--- src/rtl/uart_tx_sched_if.sv ---
// Requester and frame-engine signals of the UART transmit scheduler.
// The master side drives requests and frame-ready; the slave side is the scheduler.
interface uart_tx_sched_if;
  logic        sched_en;
  logic [3:0]  req;
  logic [71:0] req_data;
  logic [3:0]  grant;
  logic        frm_valid;
  logic [5:0]  frm_data;
  logic        frm_ready;
  logic        busy;
  logic [15:0] word_cnt;

  modport master (
    output sched_en, req, req_data, frm_ready,
    input  grant, frm_valid, frm_data, busy, word_cnt
  );

  modport slave (
    input  sched_en, req, req_data, frm_ready,
    output grant, frm_valid, frm_data, busy, word_cnt
  );
endinterface

--- src/rtl/uart_tx_sched.sv ---
// Round-robin scheduler: grants one of four 18-bit words, sends it as a header
// frame plus three 6-bit data frames, then holds the line idle for GAP_CLKS cycles.
module uart_tx_sched #(
  parameter int GAP_CLKS = 166656
) (
  input  logic           sys_clk,
  input  logic           sys_reset,
  uart_tx_sched_if.slave bus
);

  localparam int GAP_W = (GAP_CLKS > 1) ? $clog2(GAP_CLKS) : 1;
  localparam logic [GAP_W-1:0] GAP_LAST = GAP_W'(GAP_CLKS - 1);

  typedef enum logic [2:0] {
    S_IDLE,
    S_HDR,
    S_D0,
    S_D1,
    S_D2,
    S_GAP
  } state_t;

  state_t           r_state, w_state_nxt;
  logic [1:0]       r_ptr, w_ptr_nxt;
  logic [17:0]      r_word, w_word_nxt;
  logic [3:0]       r_grant, w_grant_nxt;
  logic             r_frm_valid, w_frm_valid_nxt;
  logic [5:0]       r_frm_data, w_frm_data_nxt;
  logic [15:0]      r_word_cnt, w_word_cnt_nxt;
  logic [GAP_W-1:0] r_gap_cnt, w_gap_cnt_nxt;

  logic             w_xfer;
  logic             w_win_found;
  logic [1:0]       w_win_idx;
  logic [17:0]      w_win_word;

  // Returns {found, index}: first set request at or above ptr, wrapping 3->0.
  function automatic logic [2:0] pick_winner(input logic [3:0] req, input logic [1:0] ptr);
    logic [2:0] res;
    logic [1:0] k;
    res = '0;
    for (int i = 0; i < 4; i++) begin
      k = ptr + 2'(i);
      if (!res[2] && req[k]) res = {1'b1, k};
    end
    return res;
  endfunction

  assign w_xfer                   = r_frm_valid & bus.frm_ready;
  assign {w_win_found, w_win_idx} = pick_winner(bus.req, r_ptr);

  always_comb begin
    w_win_word = bus.req_data[17:0];
    case (w_win_idx)
      2'd0: w_win_word = bus.req_data[17:0];
      2'd1: w_win_word = bus.req_data[35:18];
      2'd2: w_win_word = bus.req_data[53:36];
      2'd3: w_win_word = bus.req_data[71:54];
      default: w_win_word = bus.req_data[17:0];
    endcase
  end

  always_ff @(posedge sys_clk or negedge sys_reset) begin
    if (!sys_reset) begin
      r_state     <= S_IDLE;
      r_ptr       <= '0;
      r_word      <= '0;
      r_grant     <= '0;
      r_frm_valid <= 1'b0;
      r_frm_data  <= '0;
      r_word_cnt  <= '0;
      r_gap_cnt   <= '0;
    end else begin
      r_state     <= w_state_nxt;
      r_ptr       <= w_ptr_nxt;
      r_word      <= w_word_nxt;
      r_grant     <= w_grant_nxt;
      r_frm_valid <= w_frm_valid_nxt;
      r_frm_data  <= w_frm_data_nxt;
      r_word_cnt  <= w_word_cnt_nxt;
      r_gap_cnt   <= w_gap_cnt_nxt;
    end
  end

  // Outputs are registered, so each branch sets the frame seen in the next state.
  always_comb begin
    w_state_nxt     = r_state;
    w_ptr_nxt       = r_ptr;
    w_word_nxt      = r_word;
    w_grant_nxt     = '0;
    w_frm_valid_nxt = r_frm_valid;
    w_frm_data_nxt  = r_frm_data;
    w_word_cnt_nxt  = r_word_cnt;
    w_gap_cnt_nxt   = r_gap_cnt;

    case (r_state)
      S_IDLE: begin
        if (bus.sched_en && w_win_found) begin
          w_state_nxt     = S_HDR;
          w_grant_nxt     = 4'b0001 << w_win_idx;
          w_ptr_nxt       = w_win_idx + 2'd1;
          w_word_nxt      = w_win_word;
          w_frm_valid_nxt = 1'b1;
          w_frm_data_nxt  = {4'b1010, w_win_idx};
        end
      end
      S_HDR: begin
        if (w_xfer) begin
          w_state_nxt    = S_D0;
          w_frm_data_nxt = r_word[5:0];
        end
      end
      S_D0: begin
        if (w_xfer) begin
          w_state_nxt    = S_D1;
          w_frm_data_nxt = r_word[11:6];
        end
      end
      S_D1: begin
        if (w_xfer) begin
          w_state_nxt    = S_D2;
          w_frm_data_nxt = r_word[17:12];
        end
      end
      S_D2: begin
        if (w_xfer) begin
          w_frm_valid_nxt = 1'b0;
          w_word_cnt_nxt  = r_word_cnt + 16'd1;
          w_gap_cnt_nxt   = '0;
          w_state_nxt     = (GAP_CLKS == 0) ? S_IDLE : S_GAP;
        end
      end
      S_GAP: begin
        if (r_gap_cnt == GAP_LAST) begin
          w_state_nxt   = S_IDLE;
          w_gap_cnt_nxt = '0;
        end else begin
          w_gap_cnt_nxt = r_gap_cnt + GAP_W'(1);
        end
      end
      default: w_state_nxt = S_IDLE;
    endcase
  end

  assign bus.grant     = r_grant;
  assign bus.frm_valid = r_frm_valid;
  assign bus.frm_data  = r_frm_data;
  assign bus.word_cnt  = r_word_cnt;
  assign bus.busy      = (r_state != S_IDLE);

endmodule

--- src/flat_wrapper.sv ---
// flat-port wrapper written by rule: the top's interface ports become plain ports
module uart_tx_sched_flat 
#(
  parameter int GAP_CLKS = 166656
)
  (sys_clk, sys_reset, bus_sched_en, bus_req, bus_req_data, bus_frm_ready, bus_grant, bus_frm_valid, bus_frm_data, bus_busy, bus_word_cnt);
  uart_tx_sched_if bus_i ();
  input  logic sys_clk;
  input  logic sys_reset;
  input wire logic [$bits(bus_i.sched_en)-1:0] bus_sched_en;
  input wire logic [$bits(bus_i.req)-1:0] bus_req;
  input wire logic [$bits(bus_i.req_data)-1:0] bus_req_data;
  input wire logic [$bits(bus_i.frm_ready)-1:0] bus_frm_ready;
  output wire logic [$bits(bus_i.grant)-1:0] bus_grant;
  output wire logic [$bits(bus_i.frm_valid)-1:0] bus_frm_valid;
  output wire logic [$bits(bus_i.frm_data)-1:0] bus_frm_data;
  output wire logic [$bits(bus_i.busy)-1:0] bus_busy;
  output wire logic [$bits(bus_i.word_cnt)-1:0] bus_word_cnt;
  assign bus_i.sched_en = bus_sched_en;
  assign bus_i.req = bus_req;
  assign bus_i.req_data = bus_req_data;
  assign bus_i.frm_ready = bus_frm_ready;
  assign bus_grant = bus_i.grant;
  assign bus_frm_valid = bus_i.frm_valid;
  assign bus_frm_data = bus_i.frm_data;
  assign bus_busy = bus_i.busy;
  assign bus_word_cnt = bus_i.word_cnt;
  uart_tx_sched #(.GAP_CLKS(GAP_CLKS)) u_core (.sys_clk(sys_clk), .sys_reset(sys_reset), .bus(bus_i));
endmodule
--- config.mk ---
export PLATFORM = sky130hd
export DESIGN_NAME = uart_tx_sched_flat
export DESIGN_NICKNAME = d
export VERILOG_FILES = /design/src/rtl/uart_tx_sched_if.sv /design/src/rtl/uart_tx_sched.sv /design/src/flat_wrapper.sv
export SDC_FILE = /design/constraint.sdc
export NUM_CORES = 1
export LEC_CHECK = 0
export BUFFER_PORTS_ARGS = -buffer_cell sky130_fd_sc_hd__buf_4
export CAP_MARGIN = 25
export CORE_ASPECT_RATIO = 1.1
export CORE_UTILIZATION = 41
export CTS_CLUSTER_SIZE = 30
export DETAILED_ROUTE_END_ITERATION = 6
export PLACE_DENSITY = 0.65
export SLEW_MARGIN = 10
export SYNTH_ARGS = -nofsm -noshare
export SYNTH_HDL_FRONTEND = slang
export SYNTH_SLANG_ARGS = --single-unit
--- constraint.sdc ---
create_clock -name sys_clk -period 3.4 [get_ports sys_clk]
set_input_delay 0 -clock sys_clk [delete_from_list [all_inputs] [get_ports sys_clk]]
set_output_delay 0 -clock sys_clk [all_outputs]
set_load 0.05 [all_outputs]
==> results.py, run 1 <==
metrics = {
    "cts": {
        "ctsLongestPathBuffers": 2,
        "cts_tree": "done",
        "cts_sinks": 68,
        "cts_max_level": 3,
        "clk_pin_slew_ps": 80,
        "cts-buffers-inserted": 9,
        "clockRootBuffer": "clkbuf_8",
        "clock_latency_ps": 350,
        "post_cts_buffers": 0,
    },
    "drt": {
        "antenna_left": 0,
        "via_per_inst": 5.65,
        "drtPass1Iterations": 4,
        "drcViolationCount": 0,
        "wl_um": 10500,
        "via_count": 3806,
        "drt-initial-drc-count": 175,
        "post_drt_wl_per_cell_um": 15.5,
    },
    "synth": {
        "syn-instance-count": 425,
        "ys_seq_elements": 68,
        "synth_area_mm2": 0.00388,
        "syn-num-nets": 510,
        "ys_types": 56,
        "synth_ff_type": "dfrtp_1",
        "synth_edf_count": 0,
        "ys_seq_area_share_pct": 43.9,
        "ys_warn_count": 0,
        "async_flop_share_pct": 100,
        "syn_area_per_cell_um2": 9.13,
    },
    "setup_path": {
        "slowest_stage": "ha_1",
        "worstSetupEndpointType": "flop",
        "path_max_fanout": 19,
        "critPathKind": "flop to flop",
        "path_cells": "mux2i_1 > nor2_1 > or3_1 > inv_1 > ha_1 > a221o_1 > a31oi_1 > o21ai_0 > dlygate4sd3_1",
        "worstPathArrival_ps": 3320,
        "crit_family": "buffers and inverters",
        "max_stage_delay_ps": 620,
        "crit_start": "u_core.r_ptr[1]",
        "crit_path_start_kind": "flop",
        "r2r_start": "u_core.r_ptr[1]",
        "crit_buf_inv": 2,
        "worstPathRequired_ps": 3680,
    },
    "floorplan": {
        "fp.dieW_um": 94.8,
        "die_h_um": 104,
        "rows": 36,
        "start_util_pct": 43.1,
        "dieArea_mm2": 0.00986,
        "design.core.area_mm2": 0.00901,
        "io_pins": 108,
    },
    "timing": {
        "drv_slew": 0,
        "finalHoldViolations": 0,
        "rsz0062_at_grt": "no",
        "max_slew_margin_pct": 42.0,
        "fmax_mhz": 329,
        "finalCritPeriodShare_pct": 89.3,
        "tightest_slew_ps": 870,
        "setup_viol": 0,
        "setup_tns_ps": 0,
        "fin_crit_ps": 3040,
        "finClkSkew_ps": 9.45,
        "worst_slack_ps": 363,
    },
    "place": {
        "port_buffers": 107,
        "dp_hpwl_um": 7440,
        "gp_congestion": 0.794,
        "numPlacedInstances": 624,
        "place_ws_ps": 830,
    },
    "cells_and_area": {
        "final_net_count": 640,
        "syn_to_final_growth_pct": 36.7,
        "final_common_cell": "buf_4",
        "drive_above_1_share_pct": 25.5,
        "layout_common_cells": "112 x buf_4, 68 x dfrtp_1, 48 x nand2_1, 48 x o21ai_0, 34 x dlygate4sd3_1",
        "layout.cells.non_filler": 674,
        "diodes": 0,
    },
    "grt": {
        "grt_usage_pct": 22.6,
        "antenna_found_initial": 0,
        "grt-ovfl-total": 0,
        "grt_start_max_net_pins": 69,
        "grt_pass1_wl_um": 17700,
        "grt_pass1_vias": 3753,
    },
    "power_and_ir_drop": {
        "p_leak_uw": 0.00247,
        "p_per_area_mw_per_mm2": 357,
        "pwr-share-seq_pct": 44.7,
        "p_int_uw": 1430,
        "p_sw_uw": 466,
        "peakVddDrop_uv": 152,
        "pwr-share-comb_pct": 15.9,
        "switching_share_pct": 24.6,
        "clkPwrFrac_pct": 39.3,
    },
    "run_status": {
        "outcome": "completed",
    },
    "job": {
        "drv_cap": 0,
    },
    "worst_hold_path": {
        "hold_path.class": "primary input to flop",
        "min-delay-start": "bus_req_data[59]",
    },
}
sequential cells by signal (all words and copies together), names as in the netlist:
| signal | count |
|---|---|
| u_core.r_gap_cnt | 18 |
| u_core.r_word | 18 |
| u_core.bus.word_cnt | 16 |
| u_core.bus.frm_data | 6 |
| u_core.bus.grant | 4 |
| u_core.r_state | 3 |
| u_core.r_ptr | 2 |
| u_core.bus.frm_valid | 1 |
through the flow:
step | util [%] | total power [µW] | area [µm²] | hold slack [ps]
floorplan | - | 993 | 3880 | -296
global route | 58.9 | 1970 | 5300 | 15.7
detailed placement | 52.6 | 1120 | 4740 | 177
finish | 58.9 | 1890 | 5300 | 13.8
CTS | 58.8 | 1900 | 5300 | 3.89
global placement | 52.6 | 1120 | 4740 | 178
timing repair:
| item | 4_1_cts | 5_1_grt |
|---|---|---|
| resized for setup | 0 | 1 |
| endpoints found under the setup margin | 0 | 15 |
| hold buffers | 34 | 0 |
| endpoints found under the hold margin | 85 | 0 |
power by group through the flow:
stage / sequential, µW / clock [µW] / combinational [µW]
final: 848 / 745 / 302
after global routing: 850 / 785 / 336
after CTS: 848 / 753 / 301
after detailed placement: 863 / 0 / 261
after global placement: 863 / 0 / 255
after floorplan: 861 / 0 / 132
synthesized netlist by cell type (2+ instances only):
cell type  count  area share (%)
o211ai_1       3            0.58
a221o_1       18             4.6
nor2b_1        3            0.48
mux2_2         5             1.5
nand4_1        5            0.81
a41oi_1        2            0.45
o311ai_0       3            0.68
a32oi_1        2            0.45
or4_1          2            0.39
inv_1         18             1.7
o21ai_1        5            0.64
o22ai_1        3            0.48
and3_1         3            0.48
and4_1         5             1.1
a21oi_1        9             1.2
buf_2          4            0.52
o21a_1         2            0.39
nand3_1       20             2.6
ha_1           5             1.6
o21ai_0       48             6.2
xor2_1        11             2.5
nor3_2         4             1.0
nor2_1        19             1.8
a31oi_1       20             3.2
clkbuf_1      21             2.0
o31ai_1        5            0.97
o2111ai_1      3            0.68
nor3_1         4            0.52
a22oi_1        4            0.77
mux2i_1        5             1.3
or2_2          2            0.32
or3_1          7             1.1
and2_1         7             1.1
nand2b_1       3            0.48
a22o_1         2            0.45
buf_6          2            0.58
nand2_1       48             4.6
nand3b_1       2            0.39
and3b_1        2            0.45
xnor2_1        5             1.1
nor3b_1        2            0.39
dfrtp_1       68              44
layout make-up:
type | count | area, µm²
clock buffer | 12 | 145
clock inverter | 4 | 72.6
fill | 844 | 3710
inverter | 18 | 67.6
multi-input combinational | 312 | 1990
sequential | 68 | 1700
tap | 114 | 143
timing repair buffer | 146 | 1180
worst register-to-register path, stage by stage (launching register included):
cell           delay (ps)
dfrtp_1               470
mux2i_1               210
nor2_1                 70
or3_1                 410
inv_1                  80
ha_1                  620
a221o_1               280
a31oi_1                50
o21ai_0               200
dlygate4sd3_1         570
metal layers:
metal / vias up / track usage (%) / share of wire, %
met1: 1814 / 28.1 / 42
met2: 132 / 38.1 / 50
met5: - / 0 / 0
li1: 1843 / - / -
met3: 17 / 5.41 / 6.5
met4: 0 / 7.36 / 1.8
cell families after synthesis:
kind of cell | after synthesis | share of synthesized area (%)
AOI/OAI and AO/OA | 137 | 23.6
xor gates and xnor gates | 16 | 3.61
adders and majority gates | 5 | 1.61
buffers and inverters | 45 | 4.87
DFF | 68 | 43.9
muxes | 10 | 2.74
and+or+nand+nor | 144 | 19.7
worst paths after layout:
| check | end | slack [ps] | cells past startpoint |
|---|---|---|---|
| max | u_core.r_word[4] | 360 | 9 |
| min | u_core.r_word[5] | 10 | 3 |
| max reg2reg | u_core.r_word[4] | 360 | 9 |
| min reg2reg | u_core.bus.word_cnt[15] | 460 | 1 |
| max in group asynchronous | u_core.r_word[15] | 2520 | 2 |
| min in group asynchronous | u_core.bus.word_cnt[8] | 300 | 2 |
(Power assumes the default switching activity.)
==> run 2, diff against run 1 <==
--- a/config.mk
+++ b/config.mk
@@ -12,6 +12,7 @@
 export CTS_CLUSTER_SIZE = 30
 export DETAILED_ROUTE_END_ITERATION = 6
 export PLACE_DENSITY = 0.65
+export REMOVE_ABC_BUFFERS = 1
 export SLEW_MARGIN = 10
 export SYNTH_ARGS = -nofsm -noshare
 export SYNTH_HDL_FRONTEND = slang
==> run 2 against run 1 <==
Effect of this change: clock power shrank 19%; wire length shrank 4.5%; non-clock buffer count shrank 2; critical path type unchanged; critical endpoint is now u_core.r_word[16].
==> results.py, run 2 (synthesis results as in run 1) <==
metrics = {
    "timing": {
        "finalHoldViolations": 0,
        "rsz0062_at_grt": "no",
        "tightest_slew_ps": 857,
        "finClkSkew_ps": 11.8,
        "finalCritPeriodShare_pct": 89.1,
        "fin_crit_ps": 3030,
        "fmax_mhz": 330,
        "max_slew_margin_pct": 42.9,
        "setup_viol": 0,
        "drv_slew": 0,
        "setup_tns_ps": 0,
        "worst_slack_ps": 370,
    },
    "setup_path": {
        "worstPathRequired_ps": 3670,
        "crit_start": "u_core.r_ptr[1]",
        "worstPathArrival_ps": 3300,
        "slowest_stage": "ha_1",
        "path_cells": "mux2i_1 > nor2_1 > or3_1 > inv_1 > ha_1 > a221o_1 > a31oi_1 > o21ai_0 > dlygate4sd3_1",
        "path_max_fanout": 19,
        "crit_buf_inv": 2,
        "critPathKind": "flop to flop",
        "r2r_start": "u_core.r_ptr[1]",
        "crit_family": "buffers and inverters",
        "crit_path_start_kind": "flop",
        "worstSetupEndpointType": "flop",
        "max_stage_delay_ps": 620,
    },
    "cells_and_area": {
        "final_net_count": 638,
        "drive_above_1_share_pct": 25.6,
        "syn_to_final_growth_pct": 35.2,
        "layout_common_cells": "110 x buf_4, 68 x dfrtp_1, 48 x nand2_1, 48 x o21ai_0, 34 x dlygate4sd3_1",
        "final_util_pct": 58.3,
        "final_common_cell": "buf_4",
        "diodes": 0,
    },
    "cts": {
        "cts_sinks": 68,
        "clockRootBuffer": "clkbuf_8",
        "cts_tree": "done",
        "cts_max_level": 3,
        "cts-buffers-inserted": 9,
        "clock_latency_ps": 340,
        "ctsLongestPathBuffers": 2,
        "clk_pin_slew_ps": 80,
    },
    "drt": {
        "via_per_inst": 5.54,
        "drcViolationCount": 0,
        "drt-initial-drc-count": 179,
        "wl_um": 10000,
        "via_count": 3721,
        "drtPass1Iterations": 4,
        "post_drt_wl_per_cell_um": 14.9,
        "antenna_left": 0,
    },
    "floorplan": {
        "fp.dieW_um": 94.8,
        "rows": 36,
        "dieArea_mm2": 0.00986,
        "design.core.area_mm2": 0.00901,
        "io_pins": 108,
        "start_util_pct": 43.1,
        "die_h_um": 104,
    },
    "worst_hold_path": {
        "min-delay-start": "bus_req_data[14]",
        "hold_path.class": "primary input to flop",
    },
    "grt": {
        "top_usage_layer": "met2",
        "grt_pass1_wl_um": 16700,
        "grt_usage_pct": 20.9,
        "grt_start_max_net_pins": 69,
        "use_met1_pct": 26.0,
        "met3_usage_pct": 4.39,
        "grt_pass1_vias": 3654,
        "grt-ovfl-total": 0,
        "met2_usage_pct": 35.9,
        "antenna_found_initial": 0,
    },
    "place": {
        "place_ws_ps": 805,
        "port_buffers": 107,
        "gp_congestion": 0.833,
        "dp_hpwl_um": 7010,
    },
    "power_and_ir_drop": {
        "p_leak_uw": 0.00243,
        "p_total_uw": 1740,
        "peakVddDrop_uv": 168,
        "p_per_area_mw_per_mm2": 332,
    },
    "run_status": {
        "outcome": "completed",
    },
    "job": {
        "drv_cap": 0,
    },
}
## run 2: what timing repair did
item / CTS / global route
setup buffers: 0 / 0
hold buffers: 34 / 0
endpoints found under the setup margin: 0 / 4
hold endpoints to repair: 85 / 0
gates resized for setup: 0 / 1
## run 2: per-stage QoR
step	hold WS [ps]	instances	instance area, µm²
finish	3.60	672	5250
global route	20.3	672	5250
CTS	0.263	672	5250
detailed placement	170	622	4730
global placement	168	622	4730
floorplan	-296	398	3760
## run 2: power by group
group	internal, µW	total (µW)	switching, µW
Sequential	830	845	14.2
Combinational	164	296	132
Clock	282	603	321
## run 2: worst min-delay path, delay by kind of cell
| family | cells | cell delay, ps |
|---|---|---|
| AO/OA/AOI/OAI | 2 | 230 |
| buffers and inverters | 1 | 80 |
## run 2: metal layers
layer  up-vias  share of wire, %
met2       126                50
met3         8               6.0
met4         0              0.70
met5         -                 0
met1      1750                43
li1       1837                 -
## run 2: layout make-up
| type | instances | area (µm²) |
|---|---|---|
| Fill cell | 817 | 3760 |
| Multi-Input combinational cell | 312 | 1990 |
| Sequential cell | 68 | 1700 |
| Timing Repair Buffer | 144 | 1170 |
| Tap cell | 114 | 143 |
| Clock buffer | 10 | 138 |
| Inverter | 18 | 67.6 |
| Clock inverter | 6 | 40.0 |
## run 2: path summary, 6_finish.rpt
kind | end | slack (ps) | depth (start not counted)
max in group asynchronous | u_core.r_word[3] | 2530 | 2
min in group asynchronous | u_core.bus.word_cnt[12] | 290 | 2
setup reg to reg | u_core.r_word[16] | 370 | 9
hold / removal | u_core.r_word[14] | 4 | 3
setup / recovery | u_core.r_word[16] | 370 | 9
hold reg to reg | u_core.bus.word_cnt[15] | 470 | 1
